==> src/rtl/id_ex_stage_if.sv <==
// Bundles the ID-side inputs, register-file read port, writeback bypass and ID/EX outputs of id_ex_stage.
// The master side drives the instruction, register-file data and writeback; the slave side is the stage itself.
interface id_ex_stage_if;
    logic        id_valid;
    logic [31:0] id_instr;
    logic [31:0] id_pc4;
    logic [4:0]  rf_read_reg_1;
    logic [4:0]  rf_read_reg_2;
    logic [31:0] rf_read_data_1;
    logic [31:0] rf_read_data_2;
    logic        wb_regWrite;
    logic [4:0]  wb_write_reg;
    logic [31:0] wb_write_data;
    logic        ex_flush;
    logic        stall;
    logic        ex_valid;
    logic [31:0] ex_pc4;
    logic [31:0] ex_rs_data;
    logic [31:0] ex_rt_data;
    logic [31:0] ex_imm;
    logic [4:0]  ex_rs;
    logic [4:0]  ex_rt;
    logic [4:0]  ex_dest;
    logic        ex_regWrite;
    logic        ex_memRead;
    logic        ex_memWrite;
    logic        ex_branch;
    logic        ex_aluSrc;
    logic [3:0]  ex_aluOp;

    modport master (
        output id_valid, id_instr, id_pc4, rf_read_data_1, rf_read_data_2,
               wb_regWrite, wb_write_reg, wb_write_data, ex_flush,
        input  rf_read_reg_1, rf_read_reg_2, stall, ex_valid, ex_pc4, ex_rs_data,
               ex_rt_data, ex_imm, ex_rs, ex_rt, ex_dest, ex_regWrite, ex_memRead,
               ex_memWrite, ex_branch, ex_aluSrc, ex_aluOp
    );

    modport slave (
        input  id_valid, id_instr, id_pc4, rf_read_data_1, rf_read_data_2,
               wb_regWrite, wb_write_reg, wb_write_data, ex_flush,
        output rf_read_reg_1, rf_read_reg_2, stall, ex_valid, ex_pc4, ex_rs_data,
               ex_rt_data, ex_imm, ex_rs, ex_rt, ex_dest, ex_regWrite, ex_memRead,
               ex_memWrite, ex_branch, ex_aluSrc, ex_aluOp
    );
endinterface

==> src/rtl/id_ex_stage.sv <==
// MIPS decode/issue stage: decodes control, bypasses same-cycle writeback into the operands,
// detects load-use hazards and owns the ID/EX pipeline register.
module id_ex_stage (
    input logic           clk,
    input logic           rst,
    id_ex_stage_if.slave  bus
);
    typedef enum logic [5:0] {
        OP_RTYPE = 6'h00,
        OP_BEQ   = 6'h04,
        OP_ADDI  = 6'h08,
        OP_LW    = 6'h23,
        OP_SW    = 6'h2B
    } opcode_e;

    logic [5:0]  opcode;
    logic [5:0]  funct;
    logic [4:0]  rs, rt, rd;
    logic        legal, uses_rt;
    logic [4:0]  dest;
    logic        dec_reg_write, dec_mem_read, dec_mem_write, dec_branch, dec_alu_src;
    logic [3:0]  dec_alu_op;
    logic [31:0] rs_val, rt_val;
    logic        hz;

    logic        ex_valid_d, ex_valid_q;
    logic [31:0] ex_pc4_d, ex_pc4_q;
    logic [31:0] ex_rs_data_d, ex_rs_data_q;
    logic [31:0] ex_rt_data_d, ex_rt_data_q;
    logic [31:0] ex_imm_d, ex_imm_q;
    logic [4:0]  ex_rs_d, ex_rs_q;
    logic [4:0]  ex_rt_d, ex_rt_q;
    logic [4:0]  ex_dest_d, ex_dest_q;
    logic        ex_reg_write_d, ex_reg_write_q;
    logic        ex_mem_read_d, ex_mem_read_q;
    logic        ex_mem_write_d, ex_mem_write_q;
    logic        ex_branch_d, ex_branch_q;
    logic        ex_alu_src_d, ex_alu_src_q;
    logic [3:0]  ex_alu_op_d, ex_alu_op_q;

    assign opcode = bus.id_instr[31:26];
    assign rs     = bus.id_instr[25:21];
    assign rt     = bus.id_instr[20:16];
    assign rd     = bus.id_instr[15:11];
    assign funct  = bus.id_instr[5:0];

    assign bus.rf_read_reg_1 = rs;
    assign bus.rf_read_reg_2 = rt;

    always_comb begin
        legal         = 1'b0;
        uses_rt       = 1'b0;
        dest          = rt;
        dec_reg_write = 1'b0;
        dec_mem_read  = 1'b0;
        dec_mem_write = 1'b0;
        dec_branch    = 1'b0;
        dec_alu_src   = 1'b0;
        dec_alu_op    = 4'b0000;
        case (opcode)
            OP_RTYPE: begin
                legal         = 1'b1;
                uses_rt       = 1'b1;
                dest          = rd;
                dec_reg_write = 1'b1;
                case (funct)
                    6'h20:   dec_alu_op = 4'b0010;
                    6'h22:   dec_alu_op = 4'b0110;
                    6'h24:   dec_alu_op = 4'b0000;
                    6'h25:   dec_alu_op = 4'b0001;
                    6'h2A:   dec_alu_op = 4'b0111;
                    default: legal      = 1'b0;
                endcase
            end
            OP_ADDI: begin
                legal         = 1'b1;
                dec_reg_write = 1'b1;
                dec_alu_src   = 1'b1;
                dec_alu_op    = 4'b0010;
            end
            OP_LW: begin
                legal         = 1'b1;
                dec_reg_write = 1'b1;
                dec_mem_read  = 1'b1;
                dec_alu_src   = 1'b1;
                dec_alu_op    = 4'b0010;
            end
            OP_SW: begin
                legal         = 1'b1;
                uses_rt       = 1'b1;
                dec_mem_write = 1'b1;
                dec_alu_src   = 1'b1;
                dec_alu_op    = 4'b0010;
            end
            OP_BEQ: begin
                legal         = 1'b1;
                uses_rt       = 1'b1;
                dec_branch    = 1'b1;
                dec_alu_op    = 4'b0110;
            end
            default: legal = 1'b0;
        endcase
        if (dest == 5'd0) dec_reg_write = 1'b0;
    end

    // Register 0 reads as zero even if writeback targets it or the file returns junk.
    always_comb begin
        if (rs == 5'd0)
            rs_val = '0;
        else if (bus.wb_regWrite && bus.wb_write_reg == rs)
            rs_val = bus.wb_write_data;
        else
            rs_val = bus.rf_read_data_1;

        if (rt == 5'd0)
            rt_val = '0;
        else if (bus.wb_regWrite && bus.wb_write_reg == rt)
            rt_val = bus.wb_write_data;
        else
            rt_val = bus.rf_read_data_2;
    end

    assign hz = bus.id_valid & ex_valid_q & ex_mem_read_q & (ex_dest_q != 5'd0) &
                ((ex_dest_q == rs) | (uses_rt & (ex_dest_q == rt)));
    assign bus.stall = hz & ~bus.ex_flush;

    always_comb begin
        ex_valid_d     = 1'b0;
        ex_pc4_d       = '0;
        ex_rs_data_d   = '0;
        ex_rt_data_d   = '0;
        ex_imm_d       = '0;
        ex_rs_d        = '0;
        ex_rt_d        = '0;
        ex_dest_d      = '0;
        ex_reg_write_d = 1'b0;
        ex_mem_read_d  = 1'b0;
        ex_mem_write_d = 1'b0;
        ex_branch_d    = 1'b0;
        ex_alu_src_d   = 1'b0;
        ex_alu_op_d    = '0;
        if (!(bus.ex_flush || hz)) begin
            ex_valid_d     = bus.id_valid & legal;
            ex_pc4_d       = bus.id_pc4;
            ex_rs_data_d   = rs_val;
            ex_rt_data_d   = rt_val;
            ex_imm_d       = {{16{bus.id_instr[15]}}, bus.id_instr[15:0]};
            ex_rs_d        = rs;
            ex_rt_d        = rt;
            ex_dest_d      = dest;
            ex_reg_write_d = ex_valid_d & dec_reg_write;
            ex_mem_read_d  = ex_valid_d & dec_mem_read;
            ex_mem_write_d = ex_valid_d & dec_mem_write;
            ex_branch_d    = ex_valid_d & dec_branch;
            ex_alu_src_d   = ex_valid_d & dec_alu_src;
            ex_alu_op_d    = ex_valid_d ? dec_alu_op : 4'b0000;
        end
    end

    always_ff @(posedge clk) begin
        if (rst) begin
            ex_valid_q     <= 1'b0;
            ex_pc4_q       <= '0;
            ex_rs_data_q   <= '0;
            ex_rt_data_q   <= '0;
            ex_imm_q       <= '0;
            ex_rs_q        <= '0;
            ex_rt_q        <= '0;
            ex_dest_q      <= '0;
            ex_reg_write_q <= 1'b0;
            ex_mem_read_q  <= 1'b0;
            ex_mem_write_q <= 1'b0;
            ex_branch_q    <= 1'b0;
            ex_alu_src_q   <= 1'b0;
            ex_alu_op_q    <= '0;
        end else begin
            ex_valid_q     <= ex_valid_d;
            ex_pc4_q       <= ex_pc4_d;
            ex_rs_data_q   <= ex_rs_data_d;
            ex_rt_data_q   <= ex_rt_data_d;
            ex_imm_q       <= ex_imm_d;
            ex_rs_q        <= ex_rs_d;
            ex_rt_q        <= ex_rt_d;
            ex_dest_q      <= ex_dest_d;
            ex_reg_write_q <= ex_reg_write_d;
            ex_mem_read_q  <= ex_mem_read_d;
            ex_mem_write_q <= ex_mem_write_d;
            ex_branch_q    <= ex_branch_d;
            ex_alu_src_q   <= ex_alu_src_d;
            ex_alu_op_q    <= ex_alu_op_d;
        end
    end

    assign bus.ex_valid    = ex_valid_q;
    assign bus.ex_pc4      = ex_pc4_q;
    assign bus.ex_rs_data  = ex_rs_data_q;
    assign bus.ex_rt_data  = ex_rt_data_q;
    assign bus.ex_imm      = ex_imm_q;
    assign bus.ex_rs       = ex_rs_q;
    assign bus.ex_rt       = ex_rt_q;
    assign bus.ex_dest     = ex_dest_q;
    assign bus.ex_regWrite = ex_reg_write_q;
    assign bus.ex_memRead  = ex_mem_read_q;
    assign bus.ex_memWrite = ex_mem_write_q;
    assign bus.ex_branch   = ex_branch_q;
    assign bus.ex_aluSrc   = ex_alu_src_q;
    assign bus.ex_aluOp    = ex_alu_op_q;
endmodule

==> src/flat_wrapper.sv <==
// flat-port wrapper written by rule: the top's interface ports become plain ports
module id_ex_stage_flat 
  (clk, rst, bus_id_valid, bus_id_instr, bus_id_pc4, bus_rf_read_data_1, bus_rf_read_data_2, bus_wb_regWrite, bus_wb_write_reg, bus_wb_write_data, bus_ex_flush, bus_rf_read_reg_1, bus_rf_read_reg_2, bus_stall, bus_ex_valid, bus_ex_pc4, bus_ex_rs_data, bus_ex_rt_data, bus_ex_imm, bus_ex_rs, bus_ex_rt, bus_ex_dest, bus_ex_regWrite, bus_ex_memRead, bus_ex_memWrite, bus_ex_branch, bus_ex_aluSrc, bus_ex_aluOp);
  id_ex_stage_if bus_i ();
  input logic clk;
  input logic rst;
  input wire logic [$bits(bus_i.id_valid)-1:0] bus_id_valid;
  input wire logic [$bits(bus_i.id_instr)-1:0] bus_id_instr;
  input wire logic [$bits(bus_i.id_pc4)-1:0] bus_id_pc4;
  input wire logic [$bits(bus_i.rf_read_data_1)-1:0] bus_rf_read_data_1;
  input wire logic [$bits(bus_i.rf_read_data_2)-1:0] bus_rf_read_data_2;
  input wire logic [$bits(bus_i.wb_regWrite)-1:0] bus_wb_regWrite;
  input wire logic [$bits(bus_i.wb_write_reg)-1:0] bus_wb_write_reg;
  input wire logic [$bits(bus_i.wb_write_data)-1:0] bus_wb_write_data;
  input wire logic [$bits(bus_i.ex_flush)-1:0] bus_ex_flush;
  output wire logic [$bits(bus_i.rf_read_reg_1)-1:0] bus_rf_read_reg_1;
  output wire logic [$bits(bus_i.rf_read_reg_2)-1:0] bus_rf_read_reg_2;
  output wire logic [$bits(bus_i.stall)-1:0] bus_stall;
  output wire logic [$bits(bus_i.ex_valid)-1:0] bus_ex_valid;
  output wire logic [$bits(bus_i.ex_pc4)-1:0] bus_ex_pc4;
  output wire logic [$bits(bus_i.ex_rs_data)-1:0] bus_ex_rs_data;
  output wire logic [$bits(bus_i.ex_rt_data)-1:0] bus_ex_rt_data;
  output wire logic [$bits(bus_i.ex_imm)-1:0] bus_ex_imm;
  output wire logic [$bits(bus_i.ex_rs)-1:0] bus_ex_rs;
  output wire logic [$bits(bus_i.ex_rt)-1:0] bus_ex_rt;
  output wire logic [$bits(bus_i.ex_dest)-1:0] bus_ex_dest;
  output wire logic [$bits(bus_i.ex_regWrite)-1:0] bus_ex_regWrite;
  output wire logic [$bits(bus_i.ex_memRead)-1:0] bus_ex_memRead;
  output wire logic [$bits(bus_i.ex_memWrite)-1:0] bus_ex_memWrite;
  output wire logic [$bits(bus_i.ex_branch)-1:0] bus_ex_branch;
  output wire logic [$bits(bus_i.ex_aluSrc)-1:0] bus_ex_aluSrc;
  output wire logic [$bits(bus_i.ex_aluOp)-1:0] bus_ex_aluOp;
  assign bus_i.id_valid = bus_id_valid;
  assign bus_i.id_instr = bus_id_instr;
  assign bus_i.id_pc4 = bus_id_pc4;
  assign bus_i.rf_read_data_1 = bus_rf_read_data_1;
  assign bus_i.rf_read_data_2 = bus_rf_read_data_2;
  assign bus_i.wb_regWrite = bus_wb_regWrite;
  assign bus_i.wb_write_reg = bus_wb_write_reg;
  assign bus_i.wb_write_data = bus_wb_write_data;
  assign bus_i.ex_flush = bus_ex_flush;
  assign bus_rf_read_reg_1 = bus_i.rf_read_reg_1;
  assign bus_rf_read_reg_2 = bus_i.rf_read_reg_2;
  assign bus_stall = bus_i.stall;
  assign bus_ex_valid = bus_i.ex_valid;
  assign bus_ex_pc4 = bus_i.ex_pc4;
  assign bus_ex_rs_data = bus_i.ex_rs_data;
  assign bus_ex_rt_data = bus_i.ex_rt_data;
  assign bus_ex_imm = bus_i.ex_imm;
  assign bus_ex_rs = bus_i.ex_rs;
  assign bus_ex_rt = bus_i.ex_rt;
  assign bus_ex_dest = bus_i.ex_dest;
  assign bus_ex_regWrite = bus_i.ex_regWrite;
  assign bus_ex_memRead = bus_i.ex_memRead;
  assign bus_ex_memWrite = bus_i.ex_memWrite;
  assign bus_ex_branch = bus_i.ex_branch;
  assign bus_ex_aluSrc = bus_i.ex_aluSrc;
  assign bus_ex_aluOp = bus_i.ex_aluOp;
  id_ex_stage u_core (.clk(clk), .rst(rst), .bus(bus_i));
endmodule
==> config.mk <==
export PLATFORM = sky130hd
export DESIGN_NAME = id_ex_stage_flat
export DESIGN_NICKNAME = d
export VERILOG_FILES = /design/src/rtl/id_ex_stage_if.sv /design/src/rtl/id_ex_stage.sv /design/src/flat_wrapper.sv
export SDC_FILE = /design/constraint.sdc
export NUM_CORES = 1
export LEC_CHECK = 0
export ABC_AREA = 0
export CAP_MARGIN = 20
export CORE_AREA = 2 2 129 131
export CTS_BUF_LIST = sky130_fd_sc_hd__clkbuf_2
export DETAILED_ROUTE_END_ITERATION = 8
export DIE_AREA = 0 0 131 133
export HOLD_SLACK_MARGIN = 0.08
export PLACE_DENSITY = 0.76
export SYNTH_ARGS = -nofsm -noshare
export SYNTH_HDL_FRONTEND = slang
export SYNTH_SLANG_ARGS = --single-unit
==> constraint.sdc <==
create_clock -name clk -period 3.51 [get_ports clk]
set_input_delay 0.351 -clock clk [delete_from_list [all_inputs] [get_ports clk]]
set_output_delay 0.351 -clock clk [all_outputs]
set_load 0.1 [all_outputs]
==> results of run 1 <==
report_power, final:
group / internal [µW] / leakage (µW) / total [µW] / switching (µW)
clock network: 387 / 0.000147 / 966 / 579
registers: 1610 / 0.00112 / 1630 / 19.7
logic: 344 / 0.00189 / 1050 / 706
logic make-up (layout without fill, tap and decap cells):
kind of cell | after synthesis | after routing | share of synthesized area, %
buffers and inverters | 52 | 368 | 6.62
other | 1 | 1 | 0.0754
DFF | 136 | 136 | 54.8
xor gates and xnor gates | 21 | 21 | 3.70
muxes | 65 | 65 | 13.1
and+or+nand+nor | 178 | 178 | 18.8
AOI/OAI and AO/OA | 17 | 17 | 2.92
per-layer routing:
metal | vias up | wire [µm] | global-route usage [%] | part of all wire (%)
met3 | 5 | 1840 | 8.21 | 12
met4 | 0 | 107 | 4.67 | 0.68
met5 | - | 0 | 0 | 0
met1 | 1921 | 6080 | 19.3 | 38
li1 | 2133 | - | - | -
met2 | 198 | 7770 | 30.5 | 49
worst min-delay path by stage:
stage	end	slack, ns	depth (start not counted)
after floorplan	u_core.bus.ex_imm[0]	0.47	1
after CTS	u_core.bus.ex_pc4[18]	0.12	2
after global routing	u_core.bus.ex_pc4[7]	0.12	2
after detailed placement	u_core.bus.ex_pc4[14]	0.92	2
after global placement	u_core.bus.ex_pc4[26]	0.92	2
final	u_core.bus.ex_pc4[18]	0.22	2
synthesized netlist by cell type, types with 2 or more instances:
cell type	instances	area (µm²)
a21boi_0	5	37.5
a21oi_1	4	20.0
a31oi_1	2	12.5
and2_1	58	363
and3_1	3	18.8
buf_2	6	30.0
buf_4	27	203
buf_6	3	33.8
clkbuf_1	13	48.8
clkbuf_2	2	10.0
dfxtp_1	136	2720
mux2i_1	65	651
nand2_1	13	48.8
nand3_1	3	15.0
nand4_1	2	12.5
nor2_1	73	274
nor3_1	6	30.0
nor4_1	5	31.3
or4_1	3	22.5
xnor2_1	4	35.0
xor2_1	17	149
registers in the layout (all words and copies together) (netlist names):
name                    cells
u_core.bus.ex_valid         1
u_core.bus.ex_aluSrc        1
u_core.bus.ex_dest          5
u_core.bus.ex_rt_data      32
u_core.bus.ex_branch        1
u_core.bus.ex_pc4          32
u_core.bus.ex_rs            5
u_core.bus.ex_memWrite      1
u_core.bus.ex_regWrite      1
u_core.bus.ex_rs_data      32
u_core.bus.ex_aluOp         3
u_core.bus.ex_rt            5
u_core.bus.ex_memRead       1
u_core.bus.ex_imm          16
metrics by stage:
| stage | util (%) | hold WS [ns] | std cells |
|---|---|---|---|
| finish | 52.9 | 0.219 | 1006 |
| global route | 52.9 | 0.117 | 1006 |
| CTS | 52.9 | 0.123 | 1006 |
| detailed placement | 51.4 | 0.919 | 976 |
| global placement | 51.4 | 0.916 | 976 |
| floorplan | - | 0.473 | 470 |
layout make-up:
class,count,area share [%]
timing repair buffer,337,39.6
sequential,136,31.9
multi-input combinational,282,22.5
tap,220,3.22
clock inverter,13,1.83
clock buffer,17,0.995
inverter,1,0.0439
==> impl_results.md, run 1 <==
* Leakage power at 0.00316 µW
* Share of cells above drive strength 1 at 7.00%
* Commonest non-fill, non-tap cell in the layout: clkdlybuf4s50_1
* Post-cts hold buffer count at 0
* Global-route wire length before repair at 23.0 mm
* Clk pin slew, worst setup/hold paths at 0.21 ns
* Post-CTS Setup Inserts at 0
* Setup WS pre-CTS at 0.642 ns
* Slowest CP cell: clkdlybuf4s50_1
* Max-cap violations at 0
* H-tree depth at 4
* DRT Wirelength at 15.8 mm
* Crit start category: flop
* Setup TNS at 0 ns
* Vias per std cell at 4.23
* Fmax at 341 MHz
* Worst setup endpoint: bus_ex_imm[31]
* Clk root buf: clkbuf_2
* Vias post-DR at 4257
* Io pins at 334
* Req. time, crit path at 3.16 ns
* Worst path bufs/invs at 1
* Area Growth Syn to Fin at 72.0%
* CTS buffer count at 17
* Reg area at 2720 µm²
* Final period util at 83.6%
* Area of the multi-input gates at 1920 µm²
* Critical path depth at 1
* R2R Path End: u_core.bus.ex_pc4[16]
* Fill count at 1470
* CTS tree: done
* CTS resizes at 0
* Critical Path End Type: output pin
* Rows at 47
* Synth warn at 0
* CTS sink count at 136
* Pins Over Slew Limit at 0
* Core area at 16200 µm²
* Top_reg_cell synth: dfxtp_1
* R2r startpoint: u_core.bus.ex_dest[4]
* DP HPWL at 12.2 mm
* Synthesized area at 4970 µm²
* Clk_skew at 0.0264 ns
* VDD IR max at 0.208 mV
* Crit-path cells: clkdlybuf4s50_1
* Seq/Total Area, Yosys at 54.8%
* Status: completed
* Hold crit path type: input port to flop
* Initial DRC Count at 137
* Crit path time final at 2.93 ns
* Cell area power density at 426 nW/µm²
* Cell family with most CP delay: buffers and inverters
* Detailed Routing Iterations Pass 1 at 4
* Post-synth EDFFs at 0
* Antenna Diode Count at 0
* Chip Width at 131 µm
* Syn Inst Count at 470
* RSZ-0062 raised after global routing: no
* Post-DP Area at 8310 µm²
* Final Cell Area at 8550 µm²
* Most frequent cells in the layout: clkdlybuf4s50_1 (321), dfxtp_1 (136), nor2_1 (73), mux2i_1 (65), and2_1 (58)
* Syn Nets at 640
* Initial antenna violation count at 0
* CP max stage delay at 1.24 ns
* Mean routed wirelength per cell at 15.7 µm
* Slew @ Worst Pin at 1.06 ns
* Longest Clk Path Bufs at 2
* Synth cell types at 41
* CP arrival at 2.58 ns
* Post-Syn Area per Cell at 10.6 µm²
* Flop-to-flop setup slack at 1.24 ns
* Worst-skew pair later-pin latency at 0.66 ns
* Final setup margin at 0.577 ns
* Die height at 133 µm
* DRC at 0
* Final net count at 945
* Slew HR at 29.1%
* CP max FO at 17
* GPL Wtd Cong at 0.846
* R2R cell count at 6
* Number of global-route vias before repair at 4176
* Grt total ovfl at 0
* Post-synthesis register bit count at 136
* Crit Path Category: flop to output pin
* # port buffers at 332
* Starting Density at 30.7%
* Total GRT Usage at 17.6%
* Async set-reset flop share out of synthesis at 0%
* Post-layout power at 3640 µW
* Worst Setup SP: u_core.bus.ex_imm[15]
* ANT nets after route at 0
* Number of setup violations in the final report at 0
* Die Area at 17400 µm²
* Hold violation count in the final report at 0
* Hold_sp: bus_id_pc4[18]
* Largest net degree at the start of global routing at 39
(Power assumes the default switching activity.)
==> run 2: changes to the inputs <==
--- a/config.mk
+++ b/config.mk
@@ -7,12 +7,12 @@
 export LEC_CHECK = 0
 export ABC_AREA = 0
 export CAP_MARGIN = 20
-export CORE_AREA = 2 2 129 131
+export CORE_AREA = 2 2 130 132
 export CTS_BUF_LIST = sky130_fd_sc_hd__clkbuf_2
 export DETAILED_ROUTE_END_ITERATION = 8
-export DIE_AREA = 0 0 131 133
+export DIE_AREA = 0 0 132 134
 export HOLD_SLACK_MARGIN = 0.08
-export PLACE_DENSITY = 0.76
+export PLACE_DENSITY = 0.77
 export SYNTH_ARGS = -nofsm -noshare
 export SYNTH_HDL_FRONTEND = slang
 export SYNTH_SLANG_ARGS = --single-unit
==> constraint.sdc (replaced) <==
create_clock -name clk -period 2.5 [get_ports clk]
set_input_delay 0.25 -clock clk [delete_from_list [all_inputs] [get_ports clk]]
set_output_delay 0.25 -clock clk [all_outputs]
set_load 0.1 [all_outputs]
==> run 2 against run 1 <==
  * Clock skew increased by 0.0045 ns
  * Flip-flop and latch count unchanged
  * Critical path depth grew 5
  * Combinational power rose by 55%
  * Largest power group unchanged
  * Critical endpoint is now bus_stall
  * Final area rose by 12%
  * Global-route usage is 3.4 points higher
  * Worst hold slack worse by 0.057 ns
  * Critical path type unchanged
==> impl_results.md, run 2 (synthesized netlist as in run 1, its figures left out) <==
* Status: completed
* Antenna Diode Count at 0
* Global-route wire length before repair at 28.5 mm
* Io pins at 334
* RSZ-0062 raised after global routing: yes
* Number of setup violations in the final report at 0
* Clk pin slew, worst setup/hold paths at 0.24 ns
* Max-cap violations at 0
* Initial DRC Count at 201
* Initial antenna violation count at 0
* Slew HR at 66.0%
* Final Cell Area at 9590 µm²
* DRT Wirelength at 19.0 mm
* Pins Over Slew Limit at 0
* CP max FO at 4
* Cell area power density at 583 nW/µm²
* Non-Filler Instances at 1143
* ANT nets after route at 0
* Setup WS pre-CTS at 0.114 ns
* CP max stage delay at 0.40 ns
* Final net count at 1080
* Clk root buf: clkbuf_2
* Chip Width at 132 µm
* Post-DP Area at 8080 µm²
* Commonest non-fill, non-tap cell in the layout: buf_4
* Share of cells above drive strength 1 at 25.5%
* Crit-path cells: xor2_1 > nor4_1 > nand4b_1 > buf_4 > a21oi_4 > buf_12
* CP arrival at 2.24 ns
* Clk_skew at 0.0309 ns
* Largest net degree at the start of global routing at 39
* Clock power frac at 29.7%
* Crit Path Category: flop to output pin
* DP HPWL at 12.7 mm
* Placed cell count at 991
* Final period util at 99.7%
* CTS tree: done
* Mean routed wirelength per cell at 16.7 µm
* Worst-skew pair later-pin latency at 0.71 ns
* CTS sink count at 136
* Most frequent cells in the layout: buf_4 (181), clkdlybuf4s50_1 (169), dfxtp_1 (132), dlygate4sd3_1 (116), nor2_1 (73)
* Req. time, crit path at 2.25 ns
* Finished Core Util at 58.9%
* Crit start category: flop
* Number of global-route vias before repair at 5273
* P_int at 3630 µW
* VDD IR max at 0.364 mV
* Share of power burned in registers at 41.0%
* Slowest CP cell: dfxtp_2
* Combinational power share at 29.3%
* Leakage power at 0.00405 µW
* Final setup margin at 0.00787 ns
* Critical Path End Type: output pin
* Die height at 134 µm
* Grt total ovfl at 0
* Core area at 16300 µm²
* Die Area at 17700 µm²
* Detailed Routing Iterations Pass 1 at 4
* Sw Ratio at 35.1%
* Crit path time final at 2.49 ns
* Hold crit path type: input port to flop
* Slew @ Worst Pin at 0.509 ns
* P_sw at 1960 µW
* Total GRT Usage at 21.0%
* Post-layout power at 5590 µW
* Hold violation count in the final report at 0
* Area Growth Syn to Fin at 92.9%
* H-tree depth at 4
* Vias per std cell at 4.37
* GPL Wtd Cong at 0.852
* DRC at 0
* Vias post-DR at 5000
* Longest Clk Path Bufs at 2
* CTS buffer count at 17
* Fmax at 401 MHz
* # port buffers at 332
* Rows at 47
* Starting Density at 30.5%
==> run 2: cell types whose count changed in the layout (fill, tap and decap cells not counted), sizes merged, moves of 3 or more <==
cell | previous run | this run
clkdlybuf4s50 | 321 | 169
clkinv | 8 | 2
dlygate4sd3 | 0 | 116
buf | 16 | 187
inv | 2 | 5
==> run 2: area by class of cell <==
cell class / count / area, µm²
timing repair buffer: 472 / 4330
multi-input combinational: 282 / 1930
tap: 220 / 275
sequential: 136 / 2730
fill: 1357 / 6700
inverter: 1 / 3.75
clock inverter: 13 / 218
clock buffer: 19 / 95.1
==> run 2: metal layers <==
metal / routed length [µm] / track usage [%] / vias up
li1: - / - / 2410
met1: 7370 / 23.0 / 2304
met2: 9660 / 37.1 / 251
met3: 1510 / 7.67 / 35
met4: 488 / 8.51 / 0
met5: 0 / 0 / -
==> run 2: repair_timing <==
action                     CTS  global route
hold buffers               112             4
gates cloned                 0             0
pin swaps                    3             3
hold endpoints to repair   102             4
buffers inserted             2             2
setup endpoints to repair    1             1
gates resized for setup      2             0
==> run 2: stage by stage <==
stage,TNS (ns),hold WS (ns)
3_5_place_dp,0,0.745
5_1_grt,-0.186,0.0791
6_report,0,0.162
2_1_floorplan,0,0.372
3_3_place_gp,0,0.745
4_1_cts,-0.109,0.0805
==> run 2: worst max-delay path, delay by kind of cell, from the launching register on <==
kind,cells,cell delay (ns)
buf+inv,2,0.37
xor+xnor,1,0.14
compound gates,1,0.14
simple gates,2,0.49
flops,1,0.40
==> run 2: worst paths after layout <==
path | start | end | slack [ns] | depth (start not counted)
setup / recovery | u_core.bus.ex_dest[4] | bus_stall | 0.008 | 6
hold / removal | bus_wb_write_data[24] | u_core.bus.ex_rs_data[24] | 0.16 | 3
setup reg to reg | u_core.bus.ex_dest[3] | u_core.bus.ex_aluSrc | 0.50 | 7
hold reg to reg | u_core.bus.ex_valid | u_core.bus.ex_rs_data[25] | 1.15 | 7
==> run 2: power groups by stage <==
stage / Clock (µW) / Sequential (µW) / Combinational, µW
6_report: 1660 / 2290 / 1630
5_1_grt: 1810 / 2300 / 1690
4_1_cts: 1710 / 2290 / 1620
3_5_place_dp: 0 / 2330 / 1470
3_3_place_gp: 0 / 2330 / 1460
2_1_floorplan: 0 / 2950 / 343
==> run 3: changes to the inputs <==
--- a/config.mk
+++ b/config.mk
@@ -5,14 +5,15 @@
 export SDC_FILE = /design/constraint.sdc
 export NUM_CORES = 1
 export LEC_CHECK = 0
-export ABC_AREA = 0
+export ABC_AREA = 1
 export CAP_MARGIN = 20
-export CORE_AREA = 2 2 130 132
+export CORE_MARGIN = 2
+export CORE_UTILIZATION = 35
 export CTS_BUF_LIST = sky130_fd_sc_hd__clkbuf_2
 export DETAILED_ROUTE_END_ITERATION = 8
-export DIE_AREA = 0 0 132 134
 export HOLD_SLACK_MARGIN = 0.08
-export PLACE_DENSITY = 0.77
+export PLACE_DENSITY = 0.83
+export RECOVER_POWER = 25
 export SYNTH_ARGS = -nofsm -noshare
 export SYNTH_HDL_FRONTEND = slang
 export SYNTH_SLANG_ARGS = --single-unit
==> run 3 against run 2 <==
  * Sequential share of layout area increased by 1.6 points
  * Utilization is 0.51 points higher
  * Die area shrank 5.8%
  * Synthesized area grew 10%
  * Flip-flop and latch count unchanged
  * Sequential power hardly changed
  * Final area fell by 5.5%
  * Worst setup slack better by 0.23 ns
  * Combinational power about the same
  * Largest cell class unchanged
  * Largest power group unchanged
  * Highest routed layer unchanged
==> impl_results.md, run 3 <==
* Detailed Routing Iterations Pass 1 at 4
* CTS sink count at 136
* Synthesized area at 5480 µm²
* Slew HR at 19.1%
* Crit-path cells: xnor2_1 > nand3_1 > o21ai_2 > nand2_4 > nand2_1 > buf_4 > nor2_1
* Cell area power density at 557 nW/µm²
* Synth warn at 0
* VDD IR max at 0.396 mV
* Pins Over Slew Limit at 0
* DP HPWL at 13.6 mm
* Post-CTS Setup Inserts at 0
* Slew @ Worst Pin at 1.22 ns
* Cell family with most CP delay: simple AND/OR/NAND/NOR gates
* Die height at 129 µm
* Clock power frac at 22.9%
* Vias per std cell at 4.30
* Crit Path Category: flop to flop
* Clk pin slew, worst setup/hold paths at 0.19 ns
* Async set-reset flop share out of synthesis at 0%
* DRT Wirelength at 18.8 mm
* Final Cell Area at 9060 µm²
* Leakage power at 0.00474 µW
* Syn Nets at 901
* Share of cells above drive strength 1 at 19.0%
* Sw Ratio at 38.5%
* Post-Syn Area per Cell at 7.50 µm²
* Vias post-DR at 5671
* Hold crit path type: input port to flop
* Die Area at 16700 µm²
* Worst-skew pair later-pin latency at 0.71 ns
* Total GRT Usage at 21.7%
* Share of the synthesized area in the top cell type at 49.7%
* Post-synth EDFFs at 0
* Io pins at 334
* GPL Wtd Cong at 0.828
* Area Growth Syn to Fin at 65.3%
* Max-cap violations at 0
* Longest Clk Path Bufs at 2
* Status: completed
* Syn Inst Count at 731
* CP max FO at 26
* Largest area contributor in the netlist: dfxtp_1
* Starting Density at 35.9%
* Top cells by count, synth: inv_1 (168), nor2_1 (154), dfxtp_1 (136)
* Clk_skew at 0.0395 ns
* Grt total ovfl at 0
* Seq/Total Area, Yosys at 49.7%
* ANT nets after route at 0
* P_sw at 1940 µW
* Crit path time final at 2.27 ns
* Worst path bufs/invs at 1
* CTS buffer count at 17
* Fmax at 441 MHz
* Post-DP Area at 8390 µm²
* # port buffers at 332
* H-tree depth at 4
* Hold violation count in the final report at 0
* Top_reg_cell synth: dfxtp_1
* Number of global-route vias before repair at 5331
* Mean routed wirelength per cell at 14.2 µm
* Top-count cell post-synth: inv_1
* Slowest CP cell: nand2_1
* CP arrival at 2.88 ns
* Most frequent cells in the layout: inv_1 (168), clkdlybuf4s50_1 (168), buf_4 (158), nor2_1 (153), dfxtp_1 (134)
* Clk root buf: clkbuf_2
* Core area at 15300 µm²
* Combinational power share at 31.8%
* Largest net degree at the start of global routing at 40
* Setup TNS at 0 ns
* Critical Path End Type: flop
* Crit start category: flop
* Rows at 45
* RSZ-0062 raised after global routing: no
* Ranking of synthesized cells by area: dfxtp_1 (50%), inv_1 (12%), nor2_1 (11%)
* Final period util at 90.7%
* Final net count at 1267
* CP max stage delay at 0.78 ns
* Global-route wire length before repair at 27.5 mm
* Initial DRC Count at 278
* Req. time, crit path at 3.11 ns
* CTS tree: done
* Chip Width at 129 µm
* Number of setup violations in the final report at 0
* P_int at 3110 µW
* DRC at 0
* Synth cell types at 26
* Initial antenna violation count at 1
* Post-synthesis register bit count at 136
* Share of power burned in registers at 45.3%
## run 3: changes by cell type after synthesis, moves of 16 or more
cell     change
mux2i_1     -65
and2_1      -58
inv_1      +167
nor2_1      +81
nand2_1     +82
o21ai_0     +16
o21ai_1     +53
## run 3: power by group through the flow
stage,clock network (µW),registers (µW),logic [µW]
after floorplan,0,2950,424
after global placement,0,2330,1530
after detailed placement,0,2330,1540
after CTS,1190,2290,1610
after global routing,1290,2300,1680
final,1150,2290,1600
## run 3: per-stage QoR
step	total power [µW]	setup slack (ns)	hold slack [ns]	util, %	cells
floorplan	3380	0.118	0.362	-	731
global placement	3860	0.293	0.744	55.0	1233
detailed placement	3870	0.264	0.745	55.0	1233
CTS	5090	0.0779	0.0816	59.9	1319
global route	5260	0.00333	0.0888	59.4	1320
finish	5050	0.233	0.163	59.4	1320
## run 3: path summary, 6_finish.rpt
path         cells after the start  slack [ns]                        end              startpoint
min reg2reg                      5        0.82     u_core.bus.ex_aluOp[1]     u_core.bus.ex_valid
max reg2reg                      7        0.23        u_core.bus.ex_rs[4]   u_core.bus.ex_dest[2]
max                              7        0.23        u_core.bus.ex_rs[4]   u_core.bus.ex_dest[2]
min                              5        0.16  u_core.bus.ex_rt_data[11]  bus_rf_read_data_2[11]
## run 3: area by class of cell
class                   count  area, µm²
fillers                  1306       6200
repair buffers            399       3570
flip-flops and latches    136       2730
multi-input cells         372       1660
inverters                 171        642
well taps                 211        264
clock inverters            13        110
clock buffers              17       85.1
diodes                      1       2.50
## run 3: metal layers
metal,global-route usage (%),up-vias,routed length (µm)
met5,0,-,0
met4,6.97,0,295
met3,7.14,25,1680
met2,39.9,247,9870
met1,23.4,2557,6950
li1,-,2842,-
## run 3: repair_timing
action	CTS	global route
gates resized for setup	0	3
endpoints found under the setup margin	0	1
hold buffers	56	0
hold endpoints to repair	56	0
## run 3: worst register-to-register path: stages, from the launching register on
cell	delay, ns
dfxtp_1	0.49
xnor2_1	0.15
nand3_1	0.10
o21ai_2	0.19
nand2_4	0.10
nand2_1	0.78
buf_4	0.32
nor2_1	0.06
## run 3: logic make-up (layout without fill, tap and decap cells)
| kind of cell | after synthesis | in the layout | synth area share [%] |
|---|---|---|---|
| other cells | 1 | 2 | 0.0684 |
| simple gates | 277 | 277 | 20.8 |
| buf+inv | 223 | 600 | 19.7 |
| compound gates | 86 | 86 | 8.45 |
| xor+xnor | 8 | 8 | 1.28 |
| flops | 136 | 136 | 49.7 |
